--- config.mk ---
export PLATFORM = sky130hd
export DESIGN_NAME = gpu_pattern_writer
export DESIGN_NICKNAME = d
export VERILOG_FILES = /design/src/rtl/gpu_pkg.sv /design/src/rtl/gpu_pattern_timer.sv /design/src/rtl/gpu_pattern_writer.sv
export SDC_FILE = /design/constraint.sdc
export NUM_CORES = 1
export LEC_CHECK = 0
export ABC_AREA = 1
export CAP_MARGIN = 15
export CORE_UTILIZATION = 40
export DETAILED_ROUTE_END_ITERATION = 12
export SLEW_MARGIN = 5
export SYNTH_ARGS = -nofsm -noshare
export SYNTH_HDL_FRONTEND = slang
export SYNTH_HIERARCHICAL = 1
export SYNTH_SLANG_ARGS = --single-unit
--- constraint.sdc ---
create_clock -name clk -period 2.21 [get_ports clk]
set_clock_uncertainty 0.15 [all_clocks]
set_input_delay 0.3315 -clock clk [delete_from_list [all_inputs] [get_ports clk]]
set_output_delay 0.3315 -clock clk [all_outputs]
set_load 0.03 [all_outputs]
--- src/rtl/gpu_pkg.sv ---
// Shared GPU definitions: pattern modes, writer FSM states and the default
// pixel/coordinate widths that the GPU pixel-write port also uses.
package gpu_pkg;

    localparam int unsigned GPU_COORD_W = 6;
    localparam int unsigned GPU_PX_W    = 8;
    localparam int unsigned FRAME_CNT_W = 16;

    typedef enum logic [1:0] {
        MODE_BLINK = 2'd0,
        MODE_CYCLE = 2'd1,
        MODE_MOVE  = 2'd2,
        MODE_CHECK = 2'd3
    } mode_e;

    typedef enum logic {
        ST_IDLE = 1'b0,
        ST_DRAW = 1'b1
    } state_e;

    // Counter width able to hold 0..n-1; never narrower than one bit.
    function automatic int unsigned cnt_width(input int unsigned n);
        return (n <= 1) ? 1 : $clog2(n);
    endfunction

endpackage

--- src/rtl/gpu_pattern_timer.sv ---
// Frame period counter for the pattern writer.
// Counts 0..PERIOD_CYCLES-1 while i_en is high, holds while low, and wraps to
// zero on terminal count. i_clr forces zero and takes priority.
// Ports:
//   clk, rstn   clock, asynchronous active-low reset
//   i_en        count enable
//   i_clr       synchronous clear
//   o_tc_c      terminal count (counter == PERIOD_CYCLES-1), combinational
module gpu_pattern_timer
    import gpu_pkg::*;
#(
    parameter int unsigned PERIOD_CYCLES = 8388608
) (
    input  logic clk,
    input  logic rstn,
    input  logic i_en,
    input  logic i_clr,
    output logic o_tc_c
);

    localparam int unsigned         CNT_W = cnt_width(PERIOD_CYCLES);
    localparam logic [CNT_W-1:0]    TC    = CNT_W'(PERIOD_CYCLES - 1);

    logic [CNT_W-1:0] r_cnt;

    assign o_tc_c = (r_cnt == TC);

    // Period counter
    always_ff @(posedge clk or negedge rstn) begin
        if (!rstn) begin
            r_cnt <= '0;
        end else if (i_clr) begin
            r_cnt <= '0;
        end else if (i_en) begin
            r_cnt <= o_tc_c ? '0 : r_cnt + CNT_W'(1);
        end
    end

endmodule

--- src/rtl/gpu_pattern_writer.sv ---
// Test-pattern source: every PERIOD_CYCLES enabled idle cycles it draws a
// RECT_W x RECT_H block into the GPU frame buffer in raster order, one pixel
// per accepted cycle, honouring gpu_busy back-pressure.
// Modes (latched at frame start): blink, colour-cycle, moving-box, checker.
// Ports:
//   clk, rstn          clock, asynchronous active-low reset
//   enable             run request, only looked at while idle
//   mode               pattern mode, latched when a frame starts
//   gpu_busy           GPU cannot take a pixel this cycle
//   write              pixel write strobe
//   px_data            pixel value
//   column, row        pixel coordinate, wraps modulo 2^COORD_W
//   image_palette      frame parity, drives GPU palette select
//   led                copy of image_palette
// Build option GPU_PATTERN_FRAME_COUNT_EN adds:
//   frame_count        completed frames, 16-bit wrapping
//   busy_stall         a write was stalled by gpu_busy in the previous cycle
module gpu_pattern_writer
    import gpu_pkg::*;
#(
    parameter int unsigned    COORD_W       = GPU_COORD_W,
    parameter int unsigned    PX_W          = GPU_PX_W,
    parameter int unsigned    RECT_W        = 2,
    parameter int unsigned    RECT_H        = 2,
    parameter int unsigned    ORIGIN_X      = 15,
    parameter int unsigned    ORIGIN_Y      = 0,
    parameter int unsigned    PERIOD_CYCLES = 8388608,
    parameter logic [PX_W-1:0] COLOR_A      = PX_W'(8'h01),
    parameter logic [PX_W-1:0] COLOR_B      = PX_W'(8'h00)
) (
    input  logic               clk,
    input  logic               rstn,
    input  logic               enable,
    input  logic [1:0]         mode,
    input  logic               gpu_busy,
    output logic               write,
    output logic [PX_W-1:0]    px_data,
    output logic [COORD_W-1:0] column,
    output logic [COORD_W-1:0] row,
    output logic               image_palette,
    output logic               led
`ifdef GPU_PATTERN_FRAME_COUNT_EN
    ,
    output logic [FRAME_CNT_W-1:0] frame_count,
    output logic                   busy_stall
`endif
);

    localparam logic [COORD_W-1:0] DX_LAST = COORD_W'(RECT_W - 1);
    localparam logic [COORD_W-1:0] DY_LAST = COORD_W'(RECT_H - 1);
    localparam logic [COORD_W-1:0] ORG_X0  = COORD_W'(ORIGIN_X);
    localparam logic [COORD_W-1:0] ORG_Y   = COORD_W'(ORIGIN_Y);

    state_e             r_state, w_state_nxt;
    mode_e              r_mode, w_mode_nxt;
    logic [COORD_W-1:0] r_dx, w_dx_nxt;
    logic [COORD_W-1:0] r_dy, w_dy_nxt;
    logic [COORD_W-1:0] r_org_x, w_org_x_nxt;
    logic [PX_W-1:0]    r_cyc, w_cyc_nxt;
    logic               r_frame, w_frame_nxt;
    logic               r_write, w_write_nxt;
    logic [PX_W-1:0]    r_px, w_px_nxt;
    logic [COORD_W-1:0] r_col, w_col_nxt;
    logic [COORD_W-1:0] r_row, w_row_nxt;

    logic               w_tc;
    logic               w_timer_en;
    logic               w_frame_done;
    logic               w_accept;
    logic               w_last;
    logic [COORD_W-1:0] w_dx_adv;
    logic [COORD_W-1:0] w_dy_adv;

    // Pixel value for raster offset (dx,dy) under mode m with frame parity f.
    function automatic logic [PX_W-1:0] f_pixel(
        input mode_e              m,
        input logic [COORD_W-1:0] dx,
        input logic [COORD_W-1:0] dy,
        input logic               f,
        input logic [PX_W-1:0]    cyc
    );
        logic [PX_W-1:0] v;
        case (m)
            MODE_BLINK: v = f ? COLOR_B : COLOR_A;
            MODE_CYCLE: v = cyc;
            MODE_MOVE:  v = COLOR_A;
            MODE_CHECK: v = (dx[0] ^ dy[0] ^ f) ? COLOR_B : COLOR_A;
            default:    v = COLOR_A;
        endcase
        return v;
    endfunction

    // Idle period timer; runs only in IDLE with enable, cleared at frame end.
    assign w_timer_en = (r_state == ST_IDLE) && enable;

    gpu_pattern_timer #(
        .PERIOD_CYCLES(PERIOD_CYCLES)
    ) u_timer (
        .clk    (clk),
        .rstn   (rstn),
        .i_en   (w_timer_en),
        .i_clr  (w_frame_done),
        .o_tc_c (w_tc)
    );

    // Next-state, raster walk and pixel load
    always_comb begin
        w_state_nxt  = r_state;
        w_mode_nxt   = r_mode;
        w_dx_nxt     = r_dx;
        w_dy_nxt     = r_dy;
        w_org_x_nxt  = r_org_x;
        w_cyc_nxt    = r_cyc;
        w_frame_nxt  = r_frame;
        w_write_nxt  = r_write;
        w_px_nxt     = r_px;
        w_col_nxt    = r_col;
        w_row_nxt    = r_row;
        w_frame_done = 1'b0;

        w_accept = (r_state == ST_DRAW) && r_write && !gpu_busy;
        w_last   = (r_dx == DX_LAST) && (r_dy == DY_LAST);
        w_dx_adv = (r_dx == DX_LAST) ? '0 : r_dx + COORD_W'(1);
        w_dy_adv = (r_dx == DX_LAST) ? r_dy + COORD_W'(1) : r_dy;

        case (r_state)
            ST_IDLE: begin
                if (enable && w_tc) begin
                    w_state_nxt = ST_DRAW;
                    w_mode_nxt  = mode_e'(mode);
                    w_dx_nxt    = '0;
                    w_dy_nxt    = '0;
                    w_write_nxt = 1'b1;
                    w_px_nxt    = f_pixel(mode_e'(mode), '0, '0, r_frame, r_cyc);
                    w_col_nxt   = r_org_x;
                    w_row_nxt   = ORG_Y;
                end
            end
            ST_DRAW: begin
                if (w_accept) begin
                    if (w_last) begin
                        w_state_nxt  = ST_IDLE;
                        w_write_nxt  = 1'b0;
                        w_frame_nxt  = !r_frame;
                        w_frame_done = 1'b1;
                        // Only the latched mode's per-frame state moves.
                        case (r_mode)
                            MODE_CYCLE: w_cyc_nxt   = r_cyc + PX_W'(1);
                            MODE_MOVE:  w_org_x_nxt = r_org_x + COORD_W'(1);
                            default:    ;
                        endcase
                    end else begin
                        w_dx_nxt  = w_dx_adv;
                        w_dy_nxt  = w_dy_adv;
                        w_px_nxt  = f_pixel(r_mode, w_dx_adv, w_dy_adv, r_frame, r_cyc);
                        w_col_nxt = r_org_x + w_dx_adv;
                        w_row_nxt = ORG_Y + w_dy_adv;
                    end
                end
            end
            default: w_state_nxt = ST_IDLE;
        endcase
    end

    // State and output registers
    always_ff @(posedge clk or negedge rstn) begin
        if (!rstn) begin
            r_state <= ST_IDLE;
            r_mode  <= MODE_BLINK;
            r_dx    <= '0;
            r_dy    <= '0;
            r_org_x <= ORG_X0;
            r_cyc   <= COLOR_A;
            r_frame <= 1'b0;
            r_write <= 1'b0;
            r_px    <= '0;
            r_col   <= '0;
            r_row   <= '0;
        end else begin
            r_state <= w_state_nxt;
            r_mode  <= w_mode_nxt;
            r_dx    <= w_dx_nxt;
            r_dy    <= w_dy_nxt;
            r_org_x <= w_org_x_nxt;
            r_cyc   <= w_cyc_nxt;
            r_frame <= w_frame_nxt;
            r_write <= w_write_nxt;
            r_px    <= w_px_nxt;
            r_col   <= w_col_nxt;
            r_row   <= w_row_nxt;
        end
    end

    assign write         = r_write;
    assign px_data       = r_px;
    assign column        = r_col;
    assign row           = r_row;
    assign image_palette = r_frame;
    assign led           = r_frame;

`ifdef GPU_PATTERN_FRAME_COUNT_EN
    logic [FRAME_CNT_W-1:0] r_frame_cnt;
    logic                   r_busy_stall;

    // Completed-frame counter and stall flag
    always_ff @(posedge clk or negedge rstn) begin
        if (!rstn) begin
            r_frame_cnt  <= '0;
            r_busy_stall <= 1'b0;
        end else begin
            if (w_frame_done) begin
                r_frame_cnt <= r_frame_cnt + FRAME_CNT_W'(1);
            end
            r_busy_stall <= (r_state == ST_DRAW) && r_write && gpu_busy;
        end
    end

    assign frame_count = r_frame_cnt;
    assign busy_stall  = r_busy_stall;
`endif

endmodule

**Word-level counts from Yosys, hierarchy flattened**

Cells that the tools add are included.

- Reductions and logical operators: 18
- Multiplexer cells: 35
- Bitwise operators: 3
- Div/mod/pow operators: 0
- Multiply operators: 0
- Shift operators: 0
- Add/sub/neg operators: 6
- Order comparisons: 0
- Eq/ne operators: 14

Operator list:

| cell | count |
|---|---|
| 23-bit two-way mux | 3 |
| 6-bit two-way mux | 10 |
| 6-bit one-hot mux with 2 select lines | 3 |
| 8-bit one-hot mux with 4 select lines | 1 |
| 8-bit two-way mux | 3 |
| 8-bit one-hot mux with 3 select lines | 1 |
| 23-bit by 1-bit adder with 23-bit output (second input constant) | 1 |
| 23-bit == test (second input constant) | 1 |
| 6-bit by 1-bit adder with 6-bit output (second input constant) | 3 |
| 8-bit one-hot mux with 2 select lines | 1 |
| 6-bit by 1-bit == test with 1-bit output (second input constant) | 2 |
| 4-bit AND reduction | 3 |
| 1-bit two-way mux | 11 |
| 3-bit AND reduction | 3 |
| 8-bit by 1-bit adder with 8-bit output (second input constant) | 1 |
| 2-bit == test (second input constant) | 4 |
| 6-bit adder | 1 |
| 2-bit by 1-bit != test with 1-bit output (second input constant) | 3 |
| 1-bit logical AND | 5 |
| 2-bit by 1-bit == test with 1-bit output (second input constant) | 2 |
| 2-bit zero test | 2 |
| 4-bit by 2-bit != test with 1-bit output (second input constant) | 1 |
| 1-bit one-hot mux with 2 select lines | 2 |
| 1-bit zero test | 2 |
| other kinds (6) | 7 |

- Bits of input ports: 6
- Memories kept: 0
- Output and inout bits: 23
- Word-level logic and storage cells: 88
- Register bits after elaboration: 68
- Bits in read-only memories: 0
- Bits in writable memories: 0
- Latch bits: 0

**Logic depth before layout (Yosys ltp)**

Gate-level depths: netlist (run 1).

- Depth in word-level cells: 9
- Depth in mapped cells: 19
- Gate-level depth less buffers: 19

**Modules after synthesis**

The synthesis (run 1) kept the hierarchy.

Modules (own cells, without submodules):

| module | area an instance (um^2) | sequential area each (um^2) | instances | cells an instance |
|---|---|---|---|---|
| gpu_pattern_writer | 2566.2 | 1132.3 | 1 | 297 |
| gpu_pattern_timer | 1448.9 | 575.6 | 1 | 207 |

**Least setup slack after synthesis (run 1)**

No wires, ideal clock.

- Path type: reg-to-reg
- Start point: register r_dy[0]
- End point: register u_timer.r_cnt[7]
- Path buffers: 1
- Data required time: 1.939 ns
- Setup time: 0.121 ns
- Path slack: -0.104 ns
- Cell stages (with the launch flop): 12
- Arrival time: 2.043 ns
- Period minus slack after synthesis: 2.314 ns
- Cell sequence: dfrtp_1 -> ha_1 -> nand4_1 -> inv_1 -> nand2_1 -> nor3_1 -> nor2_1 -> buf_2 -> nor3_1 -> nand3_1 -> o21ai_0 -> nor2_1

- Longest elaborated chain between the ends: 6

Ends and longest elaborated chain:

| item | line | RTL |
|---|---|---|
| from (decl) | gpu_pattern_writer.sv:57 | `logic [COORD_W-1:0] r_dy, w_dy_nxt;` |
| from (signal assigned) | gpu_pattern_writer.sv:183 | `r_dy <= w_dy_nxt;` |
| 6-bit by 1-bit == test with 1-bit output * | gpu_pattern_writer.sv:122 | `w_last = (r_dx == DX_LAST) && (r_dy == DY_LAST);` |
| 1-bit logical AND * | gpu_pattern_writer.sv:122 |  |
| 1-bit two-way mux * | gpu_pattern_writer.sv:141 | `if (w_last) begin` |
| 1-bit two-way mux * | gpu_pattern_writer.sv:140 | `if (w_accept) begin` |
| 1-bit two-way mux * | gpu_pattern_writer.sv:126 | `case (r_state)` |
| named net w_frame_done | gpu_pattern_writer.sv:68 | `logic w_frame_done;` |
| 23-bit two-way mux / 2-bit nonzero test (equally long branches) | -- |  |
| to (signal assigned) | gpu_pattern_timer.sv:35 | `r_cnt <= o_tc_c ? '0 : r_cnt + CNT_W'(1);` |
| to (decl) | gpu_pattern_timer.sv:24 | `logic [CNT_W-1:0] r_cnt;` |

Mark *: on every way through the listed nets, which the timed path passes. The rest lies on a longest branch.
A chain may end at the register's enable or synchronous reset.

**Worst setup path in the final report (run 1)**

- Start point: register r_dx[0]
- End point: register r_col[4], in the netlist column[4]

- Longest elaborated chain between the ends: 6

Ends and longest elaborated chain:

| item | line | RTL |
|---|---|---|
| from (decl) | gpu_pattern_writer.sv:56 | `logic [COORD_W-1:0] r_dx, w_dx_nxt;` |
| from (signal assigned) | gpu_pattern_writer.sv:182 | `r_dx <= w_dx_nxt;` |
| 6-bit by 1-bit adder with 6-bit output / 6-bit by 1-bit == test with 1-bit output (equally long branches) | gpu_pattern_writer.sv:123, gpu_pattern_writer.sv:122 |  |
| 6-bit two-way mux | gpu_pattern_writer.sv:123 | `w_dx_adv = (r_dx == DX_LAST) ? '0 : r_dx + COORD_W'(1);` |
| 6-bit adder | gpu_pattern_writer.sv:156 | `w_col_nxt = r_org_x + w_dx_adv;` |
| 6-bit two-way mux | gpu_pattern_writer.sv:141 |  |
| 6-bit two-way mux | gpu_pattern_writer.sv:140 |  |
| 6-bit one-hot mux with 2 select lines | gpu_pattern_writer.sv:126 |  |
| to (signal assigned) | gpu_pattern_writer.sv:189 | `r_col <= w_col_nxt;` |
| to (decl) | gpu_pattern_writer.sv:63 | `logic [COORD_W-1:0] r_col, w_col_nxt;` |

Several ways; a longest one is shown, not always the timed one. The select of a mux whose other input is x is not followed.

==> results_dict.tcl, run 1 <==
set metrics [dict create \
    status "complete, but fails checks" \
    violations "setup timing" \
    drv_slew 0 \
    placed_area_um2 4787 \
    grt-ovfl-total 0 \
    synth_top_area_share_pct 39.26 \
    ys_seq_area_share_pct 42.54 \
    grt_pass1_vias 3560 \
    layout-area-overhead-vs-synth_pct 35.53 \
    track_usage_pct 19.88 \
    synth.yosys.warnings 6 \
    drc 0 \
    start_kind "register" \
    wl_um 10010 \
    maxCapViolCount 0 \
    powerDensity_nw_per_um2 561.6 \
    synth_edf_count 0 \
    critPathBufInv 3 \
    grt_pass1_wl_um 16180 \
    firstDrtPassIters 5 \
    globalplace.congestion 0.8357 \
    cts_tree "done" \
    vias 3615 \
    dieArea_um2 10440 \
    arrival_ps 2390 \
    cp_max_fo 4 \
    yosys.area.top_type "dfrtp_1" \
    cp-end-kind "register" \
    num_io_pins 29 \
    worstSetupPathType "register to register" \
    setup_ws_ps -90.54 \
    slowest_stage "dfrtp_2" \
    nets 618 \
    cts-buffers-inserted 9 \
    max_clock_freq_mhz 434.7 \
    cts_root_buf "clkbuf_8" \
    leakagePower_nw 2.583 \
    ant_nets 0 \
    finalSetupViolCount 16 \
    peakVddDrop_mv 0.3729 \
    clk_pin_slew_worst_paths_ps 80 \
    ys_ff_latch 68 \
    post_drt_wl_per_cell_um 13.59 \
    start_util_pct 41.27 \
    critPathTopFamily "simple AND/OR/NAND/NOR gates" \
    die_h_um 102.2 \
    min_period_ps 2301 \
    cts_sinks 68 \
    cpPeakStageDelay_ps 460 \
    ys_types 43 \
    holdPathStages 1 \
    grt_max_degree 69 \
    via_per_inst 4.905 \
    synth_ff_type "dfrtp_1" \
    synth_nets 523 \
    reg2reg_depth 14 \
    min_path_type "register to register" \
    drive_gt1_share_pct 27.15 \
    rsz0062_at_grt "true" \
    hpwlAfterDp_um 6891 \
    hold_violations 0 \
    core_area_um2 9729 \
    path_cells "ha_4 -> or2_4 -> nand3_4 -> inv_4 -> ha_4 -> buf_4 -> nand2_2 -> inv_2 -> o21ai_1 -> nand2_1 -> a21oi_2 -> o21ai_1 -> o211ai_1 -> nand2_1" \
    cp.required_ps 2300 \
    syn_inst 504 \
    path_depth 14 \
    slew_headroom_pct 66.63 \
    htreeDepth 3 \
    syn_area_per_cell_um2 7.966 \
    core.rowCount 36 \
    worstMarginPinSlew_ps 497.3 \
    netlist_area_um2 4015 \
    preCtsSetupSlack_ps -190.6 \
    io_buffers 28 \
    period_share_pct 104.1 \
    worstSkewPairLatency_ps 350 \
    die_x_um 102.2 \
    yosys-top-cells-area "dfrtp_1 (39%), nand2_1 (12%), inv_1 (6.3%)" \
    drt_iter0_markers 128 \
    clock_path_buffers 2 \
    finalSetupTns_ps -598.3 \
    async_flop_share_pct 100.0 \
    antenna_found_initial 0 \
    diodes 0 \
    fin_area_um2 5441 \
]
## through the flow
| stage | hold WS [ps] | power [mW] | instances | utilization [%] |
|---|---|---|---|---|
| finish | 323.3 | 3.056 | 737 | 55.93 |
| global route | 370.4 | 3.184 | 737 | 55.93 |
| CTS | 327.8 | 3.042 | 724 | 52.47 |
| detailed placement | 236.8 | 1.709 | 704 | 49.20 |
| global placement | 240.9 | 1.701 | 704 | 49.20 |
| floorplan | -114.1 | 1.566 | 504 | - |
## cells in the mapped netlist (5+ instances only)
library cell  number
nand2_1          126
inv_1             67
nand3_1           23
a21oi_1            9
nor2_2             6
xnor2_1            8
o22ai_1            5
nand4_1           19
nor2_1            57
dfstp_2            5
dfrtp_1           63
xor2_1            14
o21ai_0           29
nand2_2            6
nor3_1             7
ha_1              12
## power by group
part | total, mW | switching (mW) | internal [mW]
logic | 0.353 | 0.192 | 0.161
registers | 1.38 | 0.0678 | 1.31
clock network | 1.33 | 0.510 | 0.816
total | 3.06 | 0.770 | 2.29
## cell usage in the layout (no fill, tap or decap), types with 3 or more instances in the layout
master	Yosys	routed
o22ai_1	5	5
o21ai_0	29	15
nand3_2	3	5
xnor2_1	8	7
dfrtp_2	0	3
o21bai_1	4	4
nor2_4	2	7
dfstp_2	5	5
xor2_1	14	14
inv_1	67	59
nor3_4	4	6
o21ai_1	3	17
nor2_2	6	8
buf_4	1	53
a21oi_1	9	7
nand2_4	2	3
dfrtp_1	63	60
nand4_1	19	19
ha_1	12	8
nand3_1	23	19
inv_2	0	7
nor3_2	2	6
o21bai_4	1	3
bufinv_16	0	3
nor2_1	57	51
nand2_1	126	119
clkdlybuf4s50_1	0	27
clkbuf_8	0	11
inv_4	2	3
nand3_4	1	3
ha_4	0	3
buf_6	2	5
nand2_2	6	11
## layout make-up
class,instances,area (µm²)
clock buffers,11,151.4
clock inverters,5,106.4
fillers,898,4288
inverters,69,266.5
multi-input cells,362,2260
flip-flops and latches,68,1712
well taps,133,166.4
repair buffers,89,779.5
## per-layer routing
layer	GRT usage, %	share of wire [%]
met5	0	0
met4	8.352	2.3
met3	3.010	4.3
met2	30.67	46
met1	27.87	48
## state kept, by name, summed over array words and instances (netlist names)
| signal | flops |
|---|---|
| r_dx | 6 |
| image_palette | 1 |
| r_org_x | 6 |
| u_timer/r_cnt | 23 |
| write | 1 |
| r_cyc | 8 |
| r_dy | 6 |
| px_data | 8 |
| r_state | 1 |
| r_mode | 2 |
| column | 6 |
## cell families after synthesis
| kind of cell | after synthesis | synth area share, % |
|---|---|---|
| xor+xnor | 22 | 4.799 |
| compound gates | 57 | 8.196 |
| fa+ha+maj | 13 | 4.238 |
| simple gates | 265 | 31.79 |
| mux | 2 | 0.5609 |
| buf+inv | 77 | 7.884 |
| flops | 68 | 42.54 |
## path summary, 6_finish.rpt
| path | endpoint | from | slack [ps] |
|---|---|---|---|
| min | r_cyc[7] | r_cyc[7] | 320 |
| min in group asynchronous | r_dy[2] | rstn | 390 |
| max in group asynchronous | r_cyc[0] | rstn | 1160 |
| min reg2reg | r_cyc[7] | r_cyc[7] | 320 |
| max | column[4] | r_dx[0] | -90 |
| max reg2reg | column[4] | r_dx[0] | -90 |
## what timing repair did
| item | 4_1_cts | 5_1_grt |
|---|---|---|
| gates resized for setup | 11 | 70 |
| hold endpoints to repair | 63 | 0 |
| setup endpoints to repair | 17 | 44 |
| hold buffers | 1 | 0 |
| cloned | 0 | 3 |
| setup buffers | 3 | 11 |
| pin swaps | 4 | 26 |
Power figures use the tool's default switching activity.
==> run 2, diff against run 1 <==
- SKIP_CTS_REPAIR_TIMING: default -> 1
==> run 2 against run 1 <==
  * The flow still finishes with violations (setup timing)
  * Register-to-register slack hardly changed
  * Routed wire length is 5.6% lower
  * Non-clock buffer count is 8 lower
  * Die area stayed put
  * Flip-flop and latch count stayed put
  * Fmax is 0.58% lower
  * Critical path depth is 4 higher
  * Via count is 2.9% lower
  * Power is 0.30% lower
  * Cell area is 4.0% lower
  * Largest power group unchanged
==> results_dict.tcl, run 2 (same netlist as run 1, synthesis figures left out) <==
set metrics [dict create \
    grt_pass1_vias 3543 \
    post_drt_wl_per_cell_um 13.02 \
    vias 3509 \
    arrival_ps 2410 \
    multiInputGateArea_um2 2116 \
    io_buffers 28 \
    via_per_inst 4.833 \
    largest_register_ffs 23 \
    powerDensity_nw_per_um2 583.0 \
    grt_max_degree 69 \
    violations "setup timing" \
    setup_ws_ps -103.9 \
    clock_path_buffers 2 \
    core_area_um2 9729 \
    antenna_found_initial 0 \
    track_usage_pct 19.76 \
    clk_pin_slew_worst_paths_ps 80 \
    cts_sinks 68 \
    firstDrtPassIters 5 \
    hpwlAfterDp_um 6891 \
    grt-ovfl-total 0 \
    finalSetupTns_ps -134.9 \
    wl_um 9456 \
    cts_root_buf "clkbuf_8" \
    most-common-layout-cells "nand2_1 (121), inv_1 (62), dfrtp_1 (61)" \
    final_common_cell "nand2_1" \
    status "complete, but fails checks" \
    start_util_pct 41.27 \
    regMostFlops "u_timer/r_cnt" \
    cp.required_ps 2310 \
    globalplace.congestion 0.8357 \
    dieArea_um2 10440 \
    fin_area_um2 5226 \
    drive_gt1_share_pct 23.61 \
    die_x_um 102.2 \
    hold_violations 0 \
    nFillCells 935 \
    ant_nets 0 \
    maxCapViolCount 0 \
    nets 607 \
    regArea_um2 1710 \
    num_io_pins 29 \
    placed_area_um2 4787 \
    cts-buffers-inserted 9 \
    total_power_mw 3.047 \
    worstSkewPairLatency_ps 350 \
    drc 0 \
    die_h_um 102.2 \
    finalSetupViolCount 2 \
    min_path_type "register to register" \
    timing.hold.ws_ps 323.3 \
    layout-area-overhead-vs-synth_pct 30.17 \
    start_kind "register" \
    peakVddDrop_mv 0.3750 \
    grt_pass1_wl_um 16060 \
    worstMarginPinSlew_ps 493.5 \
    leakagePower_nw 2.489 \
    cp_max_fo 4 \
    max_clock_freq_mhz 432.2 \
    diodes 0 \
    min_period_ps 2314 \
    cp-end-kind "register" \
    slew_headroom_pct 66.88 \
    drt_iter0_markers 119 \
    worstSetupPathType "register to register" \
    fin_cells 726 \
    dp_cells 704 \
    rsz0062_at_grt "true" \
    cts_tree "done" \
    drv_slew 0 \
    final_util_pct 53.72 \
    core.rowCount 36 \
    period_share_pct 104.7 \
    htreeDepth 3 \
    preCtsSetupSlack_ps -190.6 \
]
-- run 2: layout make-up --
type                    instances  share of cell area (%)
inverters                      69                   5.051
well taps                     133                   3.184
multi-input cells             359                   40.48
clock inverters                 5                   2.035
clock buffers                  11                   2.897
flip-flops and latches         68                   32.73
repair buffers                 81                   13.62
-- run 2: power by group --
part	total (mW)	leakage (nW)	switching (mW)	internal (mW)
Combinational	0.340	1.52	0.186	0.154
Clock	1.33	0.126	0.512	0.816
Sequential	1.38	0.840	0.0700	1.31
-- run 2: path summary, 6_finish.rpt --
| kind | cells after the start | slack, ps | endpoint | start |
|---|---|---|---|---|
| min in group asynchronous | 3 | 390 | r_dy[2] | rstn |
| max reg2reg | 18 | -100 | column[5] | r_dx[0] |
| max | 18 | -100 | column[5] | r_dx[0] |
| min | 1 | 320 | r_cyc[7] | r_cyc[7] |
| min reg2reg | 1 | 320 | r_cyc[7] | r_cyc[7] |
| max in group asynchronous | 3 | 1180 | r_cyc[0] | rstn |
-- run 2: worst max-delay path, cell delays in order, from the launching register on --
cell     delay [ps]
dfrtp_1         420
ha_2            200
or2_4           220
nand3_2         100
inv_2            60
ha_4            270
nand2_1          50
inv_1            40
nand4_1         120
nand2_1         110
nand2_2          70
nand2_2          70
nand2_1          50
nand2_1          50
nand2_1          50
nand2_1          50
nand2_1          40
nand2_1          60
nand2_1          50
-- run 2: routing by layer --
| metal | global-route usage [%] | part of all wire (%) | vias up |
|---|---|---|---|
| met3 | 2.736 | 3.4 | 18 |
| met5 | 0 | 0 | - |
| li1 | - | - | 1777 |
| met1 | 28.00 | 49 | 1644 |
| met2 | 30.30 | 45 | 70 |
| met4 | 8.352 | 2.1 | 0 |
